===== src/rtl/wb_pkg.sv =====
// Shared widths and source encoding for the register-file writeback arbiter.
package wb_pkg;

  localparam int unsigned REG_AW  = 5;
  localparam int unsigned NUM_SRC = 2;

  typedef enum logic {
    SRC_ALU = 1'b0,
    SRC_MDU = 1'b1
  } src_e;

  // Index of the granted source; only meaningful when exactly one grant bit is set.
  function automatic src_e gnt_to_src(input logic [NUM_SRC-1:0] gnt);
    return gnt[1] ? SRC_MDU : SRC_ALU;
  endfunction

endpackage


===== src/rtl/rr_arb2.sv =====
// Two-way round-robin grant with the rotation pointer held internally.
module rr_arb2
  import wb_pkg::*;
(
  input  logic               clock,
  input  logic               reset,
  input  logic [NUM_SRC-1:0] req,
  input  logic               advance,
  output logic [NUM_SRC-1:0] gnt
);

  src_e ptr_q, ptr_d;

  // A lone requester always wins; the pointer only breaks ties.
  always_comb begin
    gnt = '0;
    if (req[0] && (!req[1] || ptr_q == SRC_ALU)) begin
      gnt[0] = 1'b1;
    end else if (req[1]) begin
      gnt[1] = 1'b1;
    end
  end

  // After a grant, priority moves to the source that lost.
  always_comb begin
    ptr_d = ptr_q;
    if (advance && (gnt != '0)) begin
      ptr_d = gnt[0] ? SRC_MDU : SRC_ALU;
    end
  end

  always_ff @(posedge clock or posedge reset) begin
    if (reset) begin
      ptr_q <= SRC_ALU;
    end else begin
      ptr_q <= ptr_d;
    end
  end

endmodule


===== src/rtl/wb_arbiter.sv =====
// Writeback arbiter: merges ALU and MUL/DIV/load results onto the single
// register-file write port, one write per cycle, never writing x0.
module wb_arbiter
  import wb_pkg::*;
#(
  parameter int unsigned DWIDTH = 32
) (
  input  logic              clock,
  input  logic              reset,
  input  logic              hold,
  input  logic              s0_valid,
  output logic              s0_ready,
  input  logic [REG_AW-1:0] s0_addr,
  input  logic [DWIDTH-1:0] s0_data,
  input  logic              s1_valid,
  output logic              s1_ready,
  input  logic [REG_AW-1:0] s1_addr,
  input  logic [DWIDTH-1:0] s1_data,
  output logic              regw,
  output logic [REG_AW-1:0] waddr,
  output logic [DWIDTH-1:0] wdata,
  output logic              last_src
);

  logic [NUM_SRC-1:0] req_c;
  logic [NUM_SRC-1:0] gnt_c;
  logic               xfer_c;
  src_e               src_c;
  logic [REG_AW-1:0]  sel_addr_c;
  logic [DWIDTH-1:0]  sel_data_c;

  logic              regw_q,     regw_d;
  logic [REG_AW-1:0] waddr_q,    waddr_d;
  logic [DWIDTH-1:0] wdata_q,    wdata_d;
  src_e              last_src_q, last_src_d;

  // Hold and reset both mask requests so no grant (and no pointer move) can occur.
  assign req_c = {s1_valid, s0_valid} & {NUM_SRC{~(hold | reset)}};

  rr_arb2 u_arb (
    .clock   (clock),
    .reset   (reset),
    .req     (req_c),
    .advance (xfer_c),
    .gnt     (gnt_c)
  );

  assign s0_ready   = gnt_c[0];
  assign s1_ready   = gnt_c[1];
  assign xfer_c     = |gnt_c;
  assign src_c      = gnt_to_src(gnt_c);
  assign sel_addr_c = (src_c == SRC_MDU) ? s1_addr : s0_addr;
  assign sel_data_c = (src_c == SRC_MDU) ? s1_data : s0_data;

  // x0 writes still consume the grant and update the payload, but never assert regw.
  always_comb begin
    regw_d     = 1'b0;
    waddr_d    = waddr_q;
    wdata_d    = wdata_q;
    last_src_d = last_src_q;
    if (xfer_c) begin
      regw_d     = (sel_addr_c != '0);
      waddr_d    = sel_addr_c;
      wdata_d    = sel_data_c;
      last_src_d = src_c;
    end
  end

  always_ff @(posedge clock or posedge reset) begin
    if (reset) begin
      regw_q     <= 1'b0;
      waddr_q    <= '0;
      wdata_q    <= '0;
      last_src_q <= SRC_ALU;
    end else begin
      regw_q     <= regw_d;
      waddr_q    <= waddr_d;
      wdata_q    <= wdata_d;
      last_src_q <= last_src_d;
    end
  end

  assign regw     = regw_q;
  assign waddr    = waddr_q;
  assign wdata    = wdata_q;
  assign last_src = last_src_q;

endmodule


===== config.mk =====
export PLATFORM = sky130hd
export DESIGN_NAME = wb_arbiter
export DESIGN_NICKNAME = d
export VERILOG_FILES = /design/src/rtl/wb_pkg.sv /design/src/rtl/rr_arb2.sv /design/src/rtl/wb_arbiter.sv
export SDC_FILE = /design/constraint.sdc
export NUM_CORES = 1
export LEC_CHECK = 0
export BUFFER_PORTS_ARGS = -buffer_cell sky130_fd_sc_hd__buf_2
export CAP_MARGIN = 10
export CELL_PAD_IN_SITES_DETAIL_PLACEMENT = 1
export CELL_PAD_IN_SITES_GLOBAL_PLACEMENT = 2
export CORE_MARGIN = 1
export CORE_UTILIZATION = 25
export DETAILED_ROUTE_END_ITERATION = 6
export GPL_TIMING_DRIVEN = 0
export PLACE_DENSITY_LB_ADDON = 0.2
export RECOVER_POWER = 100
export SYNTH_ARGS = -nofsm -noshare
export SYNTH_HDL_FRONTEND = slang
export SYNTH_HIERARCHICAL = 1
export SYNTH_SLANG_ARGS = --single-unit

===== constraint.sdc =====
create_clock -name clock -period 4.3 [get_ports clock]
set_input_delay 0.645 -clock clock [delete_from_list [all_inputs] [get_ports clock]]
set_output_delay 0.645 -clock clock [all_outputs]
set_load 0.05 [all_outputs]

## Word level (Yosys, flattened, before mapping)

Cells that the tools add are included.

- Output and inout bits: 41
- Logic and storage cells: 24
- Flip-flop bits (word level): 40

- Multiplexer cells: 8
- Reductions and logical operators: 7
- Bitwise gates (word level): 4

Operators with widths:

| operator | count |
|---|---|
| 32-bit two-way mux | 1 |
| 1-bit two-way mux | 6 |
| 5-bit two-way mux | 1 |
| 5-bit nonzero test | 1 |
| 2-bit bitwise AND | 1 |
| 1-bit logical AND | 2 |
| 1-bit inverter | 2 |
| 2-bit nonzero test | 1 |
| 2-bit OR reduction | 1 |
| 1-bit logical NOT | 1 |
| 1-bit logical OR | 1 |
| 1-bit OR | 1 |

## Depth between registers and ports, before layout

Gate-level depths: netlist (run 1).

- Word-level depth: 11
- Depth in mapped cells: 6

## Cells and area by module

Netlist (run 1), hierarchy kept.

Modules (own cells, without submodules):

| module | seq. area each (µm²) | times used | cells an instance | area an instance (µm²) |
|---|---|---|---|---|
| wb_arbiter | 975.9 | 1 | 174 | 1843.0 |
| rr_arb2 | 25.0 | 1 | 7 | 58.8 |

## Least setup slack after synthesis (run 1)

Ideal clock, no wire load.

- Path type: input to register
- Start point: input port reset
- End point: register wdata_q[10], in the netlist wdata[10]
- Setup time: 0.132 ns
- Path buffers: 2
- Data required time: 4.168 ns
- Setup slack: 1.154 ns
- Data arrival time: 3.014 ns
- Stages on the path: 6
- Path through: nor3b_1 a21boi_0 buf_6 buf_8 mux2i_1 o21ai_1

- Elaborated cells between the ends (all ways): 12
- Classes of those cells: mux (5); bitwise (3); reduce/logical (4)

RTL lines:

| what | RTL line | text |
|---|---|---|
| from (decl) | wb_arbiter.sv:9 | `input logic reset,` |
| 1-bit OR (*) | wb_arbiter.sv:38 | `assign req_c = {s1_valid, s0_valid} & {NUM_SRC{~(hold \| reset)}};` |
| 1-bit inverter (*) | wb_arbiter.sv:38 |  |
| 2-bit bitwise AND (*) | wb_arbiter.sv:38 |  |
| 1-bit logical NOT | rr_arb2.sv:17 | `if (req[0] && (!req[1] \|\| ptr_q == SRC_ALU)) begin` |
| 1-bit logical OR | rr_arb2.sv:17 |  |
| 1-bit logical AND (*) | rr_arb2.sv:17 |  |
| 1-bit two-way mux (*) | rr_arb2.sv:17 |  |
| net s0_ready | wb_arbiter.sv:12 | `output logic s0_ready,` |
| 2-bit OR reduction (*) | wb_arbiter.sv:50 | `assign xfer_c = \|gnt_c;` |
| to (signal assigned) | wb_arbiter.sv:78 | `wdata_q <= wdata_d;` |
| to (decl) | wb_arbiter.sv:34 | `logic [DWIDTH-1:0] wdata_q, wdata_d;` |

The timed path passes the listed nets; every way through them passes the cells marked *.
A chain may end at the register's enable or synchronous reset.

## Worst setup path after layout (run 1)

- Start point: input port reset
- End point: output port s1_ready

- Cells in the longest elaborated chain, start to end: 7
- Elaborated cells between the ends (all ways): 8
- Classes of those cells: mux (2); bitwise (3); reduce/logical (3)

RTL lines:

| what | RTL line | text |
|---|---|---|
| 1-bit OR (*) | wb_arbiter.sv:38 |  |
| 1-bit inverter (*) | wb_arbiter.sv:38 |  |
| 2-bit bitwise AND (*) | wb_arbiter.sv:38 |  |
| net req_c[1] | wb_arbiter.sv:25 | `logic [NUM_SRC-1:0] req_c;` |
| 1-bit logical NOT | rr_arb2.sv:17 |  |
| 1-bit logical OR | rr_arb2.sv:17 |  |
| 1-bit logical AND | rr_arb2.sv:17 |  |
| 1-bit two-way mux (*) | rr_arb2.sv:17 |  |
| to (decl) | wb_arbiter.sv:16 | `output logic s1_ready,` |

Marked as above.

==> flow_summary_export.csv, run 1 <==
group,metric,value,unit
floorplanning,core_area,7290,µm²
place,dp_cells,399,
timing,hold_viol,0,
setup_path,r2r_end,"wdata[7]",
setup_path,required,3.65,ns
setup_path,arrival,2.49,ns
place,place_area,2620,µm²
place,gp_congestion,0.701,
setup_path,reg2reg_depth,5,
place,dp_hpwl,4230,µm
routing,postRouteAntennaNets,0,
setup_path,cpPeakStageDelay,0.87,ns
setup_path,worst_setup_path_start_kind,"input pin",
logic_synthesis,synth_top_family_by_area,"multiplexers",
finish,final_cells,407,
setup_path,crit_fanout,8,
routing,dr.pass1.iters,4,
timing,layout_setup_ws,1.16,ns
setup_path,end_kind,"primary output",
routing,drc,0,
routing,drt_iter0_markers,18,
global_routing,grt_util_all_layers,0.145,
global_routing,grt_pass1_wl,8690,µm
cts,ctsHtreeMaxLevel,2,
finish,diodes,0,
floorplanning,row_count,31,
setup_path,crit_family,"compound AO/OA/AOI/OAI gates",
setup_path,crit_slowest_cell,"a21boi_0",
setup_path,critPathLaunch,"reset",
finish,stdcell_area,2650,µm²
cts,cts-root-buf,"clkbuf_8",
cts,cts.sinks,40,
logic_synthesis,synth_compound_area_frac,0.119,
logic_synthesis,ys_ff_latch,40,
finish,drive_gt1_frac,0.289,
timing,fin_skew,0.00481,ns
floorplanning,initial_core_util,0.261,
cts,clk_pin_slew_worst_paths,0.07,ns
global_routing,grt_max_degree,40,
timing,max_slew_margin,-0.0385,
timing,setup_viol,0,
floorplanning,ios,120,
setup_path,crit_type,"in -> out",
floorplanning,die-area,7960,µm²
setup_path,path_cells,"clkbuf_1 -> nor3b_1 -> a21boi_0 -> clkbuf_1",
setup_path,cp_common_cell,"clkbuf_1",
setup_path,r2r-start,"u_arb/ptr_q",
global_routing,grt_pass1_vias,1842,
timing,rsz0062_at_grt,"no",
power,ir_drop,0.000193,V
power,power_leakage,1.14,nW
floorplanning,die_w,89.2,µm
routing,vias,1809,
cts,numCtsBuffers,5,
place,dp_slack,1.57,ns
logic_synthesis,synth-simple-area-share,0.0967,
cts,clkLatencyLatePin,0.29,ns
timing,finalCriticalPeriod,3.14,ns
logic_synthesis,synth_cells,181,
finish,fill_cells,918,
logic_synthesis,avgSynthCellArea,10.5,µm²
cts,cts_hold_buf,0,
logic_synthesis,synth_nets,260,
hold_path,hold_path.class,"in -> async",
logic_synthesis,yosysUniqueCellTypes,24,
routing,routed_wl,5650,µm
routing,avgRoutedWirePerCell,13.9,µm
logic_synthesis,synth_adder_area_share,0,
logic_synthesis,synthMuxAreaShare,0.201,
logic_synthesis,syn_area,1900,µm²
timing,post-route-period-util,0.729,
finish,syn_to_final_growth,39.3,%
power,total_power,1.20,mW
routing,via_per_inst,4.44,
outcome,violations,"capacitance limit, slew limit",
run,maxCapViolations,1,
timing,fmax,319,MHz
outcome,outcome,"complete, but fails checks",
power,p_per_area,454,nW/µm²
cts,cts_tree,"built",
place,io_buffers,119,
cts,cts_setup_buffers,0,
setup_path,r2r_setup_slack,1.89,ns
floorplanning,die_h,89.2,µm
logic_synthesis,yosys_warnings,6,
finish,nets,386,
cts,cts_buffer_depth,2,
logic_synthesis,yosys.area_share.xor_xnor,0,
timing,slew_violations,40,
global_routing,grt_antenna_before_repair,0,
setup_path,path_buf_inv,2,
timing,timing.setup.tns,0,ns
logic_synthesis,ys_seq_area_frac,0.526,
cts,cts_resized,0,
timing,tightest_slew,1.56,ns
global_routing,grt_overflow,0,
==> worst max-delay path by stage <==
| stage | end | slack (ns) | cells past startpoint |
|---|---|---|---|
| floorplan | wdata[10] | 1.15 | 6 |
| global placement | s1_ready | 1.56 | 4 |
| detailed placement | s1_ready | 1.57 | 4 |
| CTS | s1_ready | 1.56 | 4 |
| global route | s1_ready | 0.96 | 4 |
| finish | s1_ready | 1.16 | 4 |
==> metrics by stage <==
| step | hold WS (ns) | utilization |
|---|---|---|
| floorplan | 0.374 | - |
| global placement | 0.457 | 0.359 |
| detailed placement | 0.480 | 0.359 |
| CTS | 0.208 | 0.372 |
| global route | 0.208 | 0.363 |
| finish | 0.222 | 0.363 |
==> cell families after synthesis <==
family,after synthesis
mux,38
compound gates,43
flops,40
simple gates,44
buf+inv,16
==> metal layers <==
layer | vias to the layer above | global-route usage | part of all wire
met1 | 864 | 0.177 | 0.43
met4 | 0 | 0.0390 | 0.011
met3 | 5 | 0.0526 | 0.084
li1 | 871 | - | -
met2 | 69 | 0.243 | 0.48
met5 | - | 0 | 0
==> synthesized netlist by cell type <==
library cell / number / area share
mux2i_1: 36 / 0.19
nor4_1: 1 / 0.0033
buf_12: 1 / 0.011
a21o_1: 1 / 0.0039
buf_4: 2 / 0.0079
buf_6: 1 / 0.0059
buf_8: 1 / 0.0079
nor3_1: 1 / 0.0026
mux2_2: 2 / 0.012
o21ai_1: 36 / 0.095
a21oi_1: 2 / 0.0053
inv_1: 4 / 0.0079
nor3b_1: 2 / 0.0079
clkbuf_1: 3 / 0.0059
dfrtp_1: 40 / 0.53
a21boi_0: 1 / 0.0039
nand2_1: 36 / 0.071
a31oi_1: 1 / 0.0033
buf_2: 4 / 0.011
o21a_1: 1 / 0.0039
or2_1: 1 / 0.0033
nor4b_1: 1 / 0.0046
a21boi_1: 1 / 0.0039
nor2_1: 2 / 0.0039
==> final cells by class <==
cell class,instances,area (µm²),area share
timing repair buffer,119,543,0.205
buffer,12,83.8,0.0316
tap,99,124,0.0467
multi-input combinational,125,793,0.299
sequential,40,1000,0.378
inverter,4,15.0,0.00567
clock buffer,8,90.1,0.0340
==> power breakdown <==
part | internal (mW) | leakage (nW) | switching, mW
sequential | 0.448 | 0.486 | 0.0391
combinational | 0.105 | 0.613 | 0.353
clock | 0.131 | 0.0455 | 0.126
total | 0.684 | 1.14 | 0.519
==> layout by cell type, fill, tap and decap left out, types with 2 or more instances in the layout <==
cell      netlist  routed
mux2_2          2       2
dfrtp_1        40      40
nand2_1        36      36
clkbuf_1        3      52
nor2_1          2       2
inv_1           4       4
mux2i_1        36      36
buf_2           4      77
nor3b_1         2       2
a21boi_0        1       2
o21ai_1        36       4
o21ai_0         0      32
clkbuf_8        0       6
a21oi_1         2       2
==> sequential cells by signal, summed over array words and instances (netlist names) <==
register	count
last_src	1
regw	1
u_arb/ptr_q	1
waddr	5
wdata	32
==> worst reg2reg max path, cell delays in order, from the launching register on <==
cell	delay [ns]
dfrtp_1	0.39
inv_1	0.05
a21boi_0	0.79
clkbuf_1	0.46
clkbuf_1	0.41
o21ai_0	0.16
(Power assumes the default switching activity.)
==> run 2, diff against run 1 <==
--- a/config.mk
+++ b/config.mk
@@ -10,7 +10,7 @@
 export CELL_PAD_IN_SITES_DETAIL_PLACEMENT = 1
 export CELL_PAD_IN_SITES_GLOBAL_PLACEMENT = 2
 export CORE_MARGIN = 1
-export CORE_UTILIZATION = 25
+export CORE_UTILIZATION = 23
 export DETAILED_ROUTE_END_ITERATION = 6
 export GPL_TIMING_DRIVEN = 0
 export PLACE_DENSITY_LB_ADDON = 0.2
==> constraint.sdc (replaced) <==
create_clock -name clock -period 3.1 [get_ports clock]
set_input_delay 0.465 -clock clock [delete_from_list [all_inputs] [get_ports clock]]
set_output_delay 0.465 -clock clock [all_outputs]
set_load 0.05 [all_outputs]
==> flow_summary_export.csv, run 2 (synthesis gave the netlist of run 1 again) <==
group,metric,value,unit
outcome,outcome,"complete, but fails checks",
outcome,violations,"capacitance limit, slew limit",
finish,most-common-layout-cells,"buf_2 (78), clkbuf_1 (51), dfrtp_1 (40)",
cts,cts.sinks,40,
place,dp_hpwl,4570,µm
finish,final_cells,411,
power,p_per_area,631,nW/µm²
timing,fin_skew,0.00472,ns
routing,vias,1796,
setup_path,crit_fanout,8,
finish,nets,387,
finish,syn_to_final_growth,40.0,%
finish,fill_cells,986,
timing,tightest_slew,1.85,ns
routing,drt_iter0_markers,32,
cts,cts_buffer_depth,2,
setup_path,r2r_setup_slack,0.93,ns
cts,cts_hold_buf,0,
floorplanning,ios,120,
finish,stdcell_area,2660,µm²
timing,rsz0062_at_grt,"no",
floorplanning,die_w,92.9,µm
hold_path,hold_path.class,"in -> async",
cts,clkLatencyLatePin,0.29,ns
place,gp_congestion,0.663,
setup_path,worst_setup_path_start_kind,"input pin",
timing,holdWs,0.0261,ns
power,total_power,1.68,mW
global_routing,grt_antenna_before_repair,0,
place,place_area,2650,µm²
power,power_leakage,1.15,nW
timing,hold_viol,0,
place,dp_slack,0.684,ns
timing,finalCriticalPeriod,2.60,ns
setup_path,end_kind,"primary output",
routing,drc,0,
finish,diodes,0,
routing,dr.pass1.iters,2,
power,ir_drop,0.000195,V
global_routing,grt_util_all_layers,0.148,
timing,timing.setup.tns,0,ns
floorplanning,row_count,32,
floorplanning,die_h,92.9,µm
routing,avgRoutedWirePerCell,14.7,µm
cts,cts_resized,0,
finish,mostFrequentLayoutCell,"buf_2",
cts,cts-root-buf,"clkbuf_8",
floorplanning,core_area,7850,µm²
cts,cts_setup_buffers,0,
timing,setup_viol,0,
timing,max_slew_margin,-0.237,
finish,drive_gt1_frac,0.294,
cts,cts_tree,"built",
routing,routed_wl,6020,µm
cts,ctsHtreeMaxLevel,2,
place,dp_cells,403,
run,maxCapViolations,1,
routing,via_per_inst,4.37,
timing,layout_setup_ws,0.505,ns
routing,postRouteAntennaNets,0,
setup_path,arrival,2.13,ns
timing,slew_violations,32,
floorplanning,die-area,8640,µm²
global_routing,grt_pass1_vias,1934,
floorplanning,initial_core_util,0.242,
global_routing,grt_max_degree,32,
global_routing,grt_overflow,0,
setup_path,crit_type,"in -> out",
global_routing,grt_pass1_wl,9870,µm
cts,numCtsBuffers,5,
finish,largest_reg_flops,32,
finish,regArea,1000,µm²
place,io_buffers,119,
timing,post-route-period-util,0.837,
timing,fmax,385,MHz
finish,fin_util,0.339,
cts,clk_pin_slew_worst_paths,0.08,ns
finish,multi_input_area,793,µm²
setup_path,required,2.63,ns
[run 2: cell count changes in the layout (fill, tap and decap cells not counted)]
cell and change:
buf_2 +1, buf_4 +1, clkbuf_1 -1
[run 2: where the power goes]
| group | leakage (nW) | switching (mW) | internal [mW] | total, mW |
|---|---|---|---|---|
| Combinational | 0.622 | 0.495 | 0.146 | 0.641 |
| Clock | 0.0455 | 0.181 | 0.182 | 0.362 |
| Sequential | 0.486 | 0.0545 | 0.621 | 0.676 |
[run 2: cell type report]
class / count / area share
Timing Repair Buffer: 120 / 0.206
Sequential cell: 40 / 0.376
Multi-Input combinational cell: 125 / 0.298
Buffer: 12 / 0.0329
Inverter: 4 / 0.00564
Clock buffer: 8 / 0.0338
Tap cell: 102 / 0.0479
[run 2: worst paths after layout]
| kind | end | depth (start not counted) | start |
|---|---|---|---|
| worst max-delay path | s1_ready | 4 | reset |
| worst min-delay path | u_arb/ptr_q | 2 | reset |
| worst max register to register | waddr[1] | 6 | u_arb/ptr_q |
| worst min register to register | last_src | 1 | last_src |
| max in group asynchronous | wdata[18] | 3 | reset |
| min in group clock | wdata[18] | 3 | s1_data[18] |
[run 2: layer usage]
| metal | vias up | part of all wire | track usage |
|---|---|---|---|
| li1 | 879 | - | - |
| met1 | 838 | 0.47 | 0.200 |
| met2 | 74 | 0.44 | 0.229 |
| met3 | 5 | 0.081 | 0.0468 |
| met4 | 0 | 0.010 | 0.0385 |
| met5 | - | 0 | 0 |
[run 2: worst max-delay path, cell delays in order]
cell,delay (ns)
clkbuf_1,0.11
nor3b_1,0.34
a21boi_0,0.81
buf_2,0.41
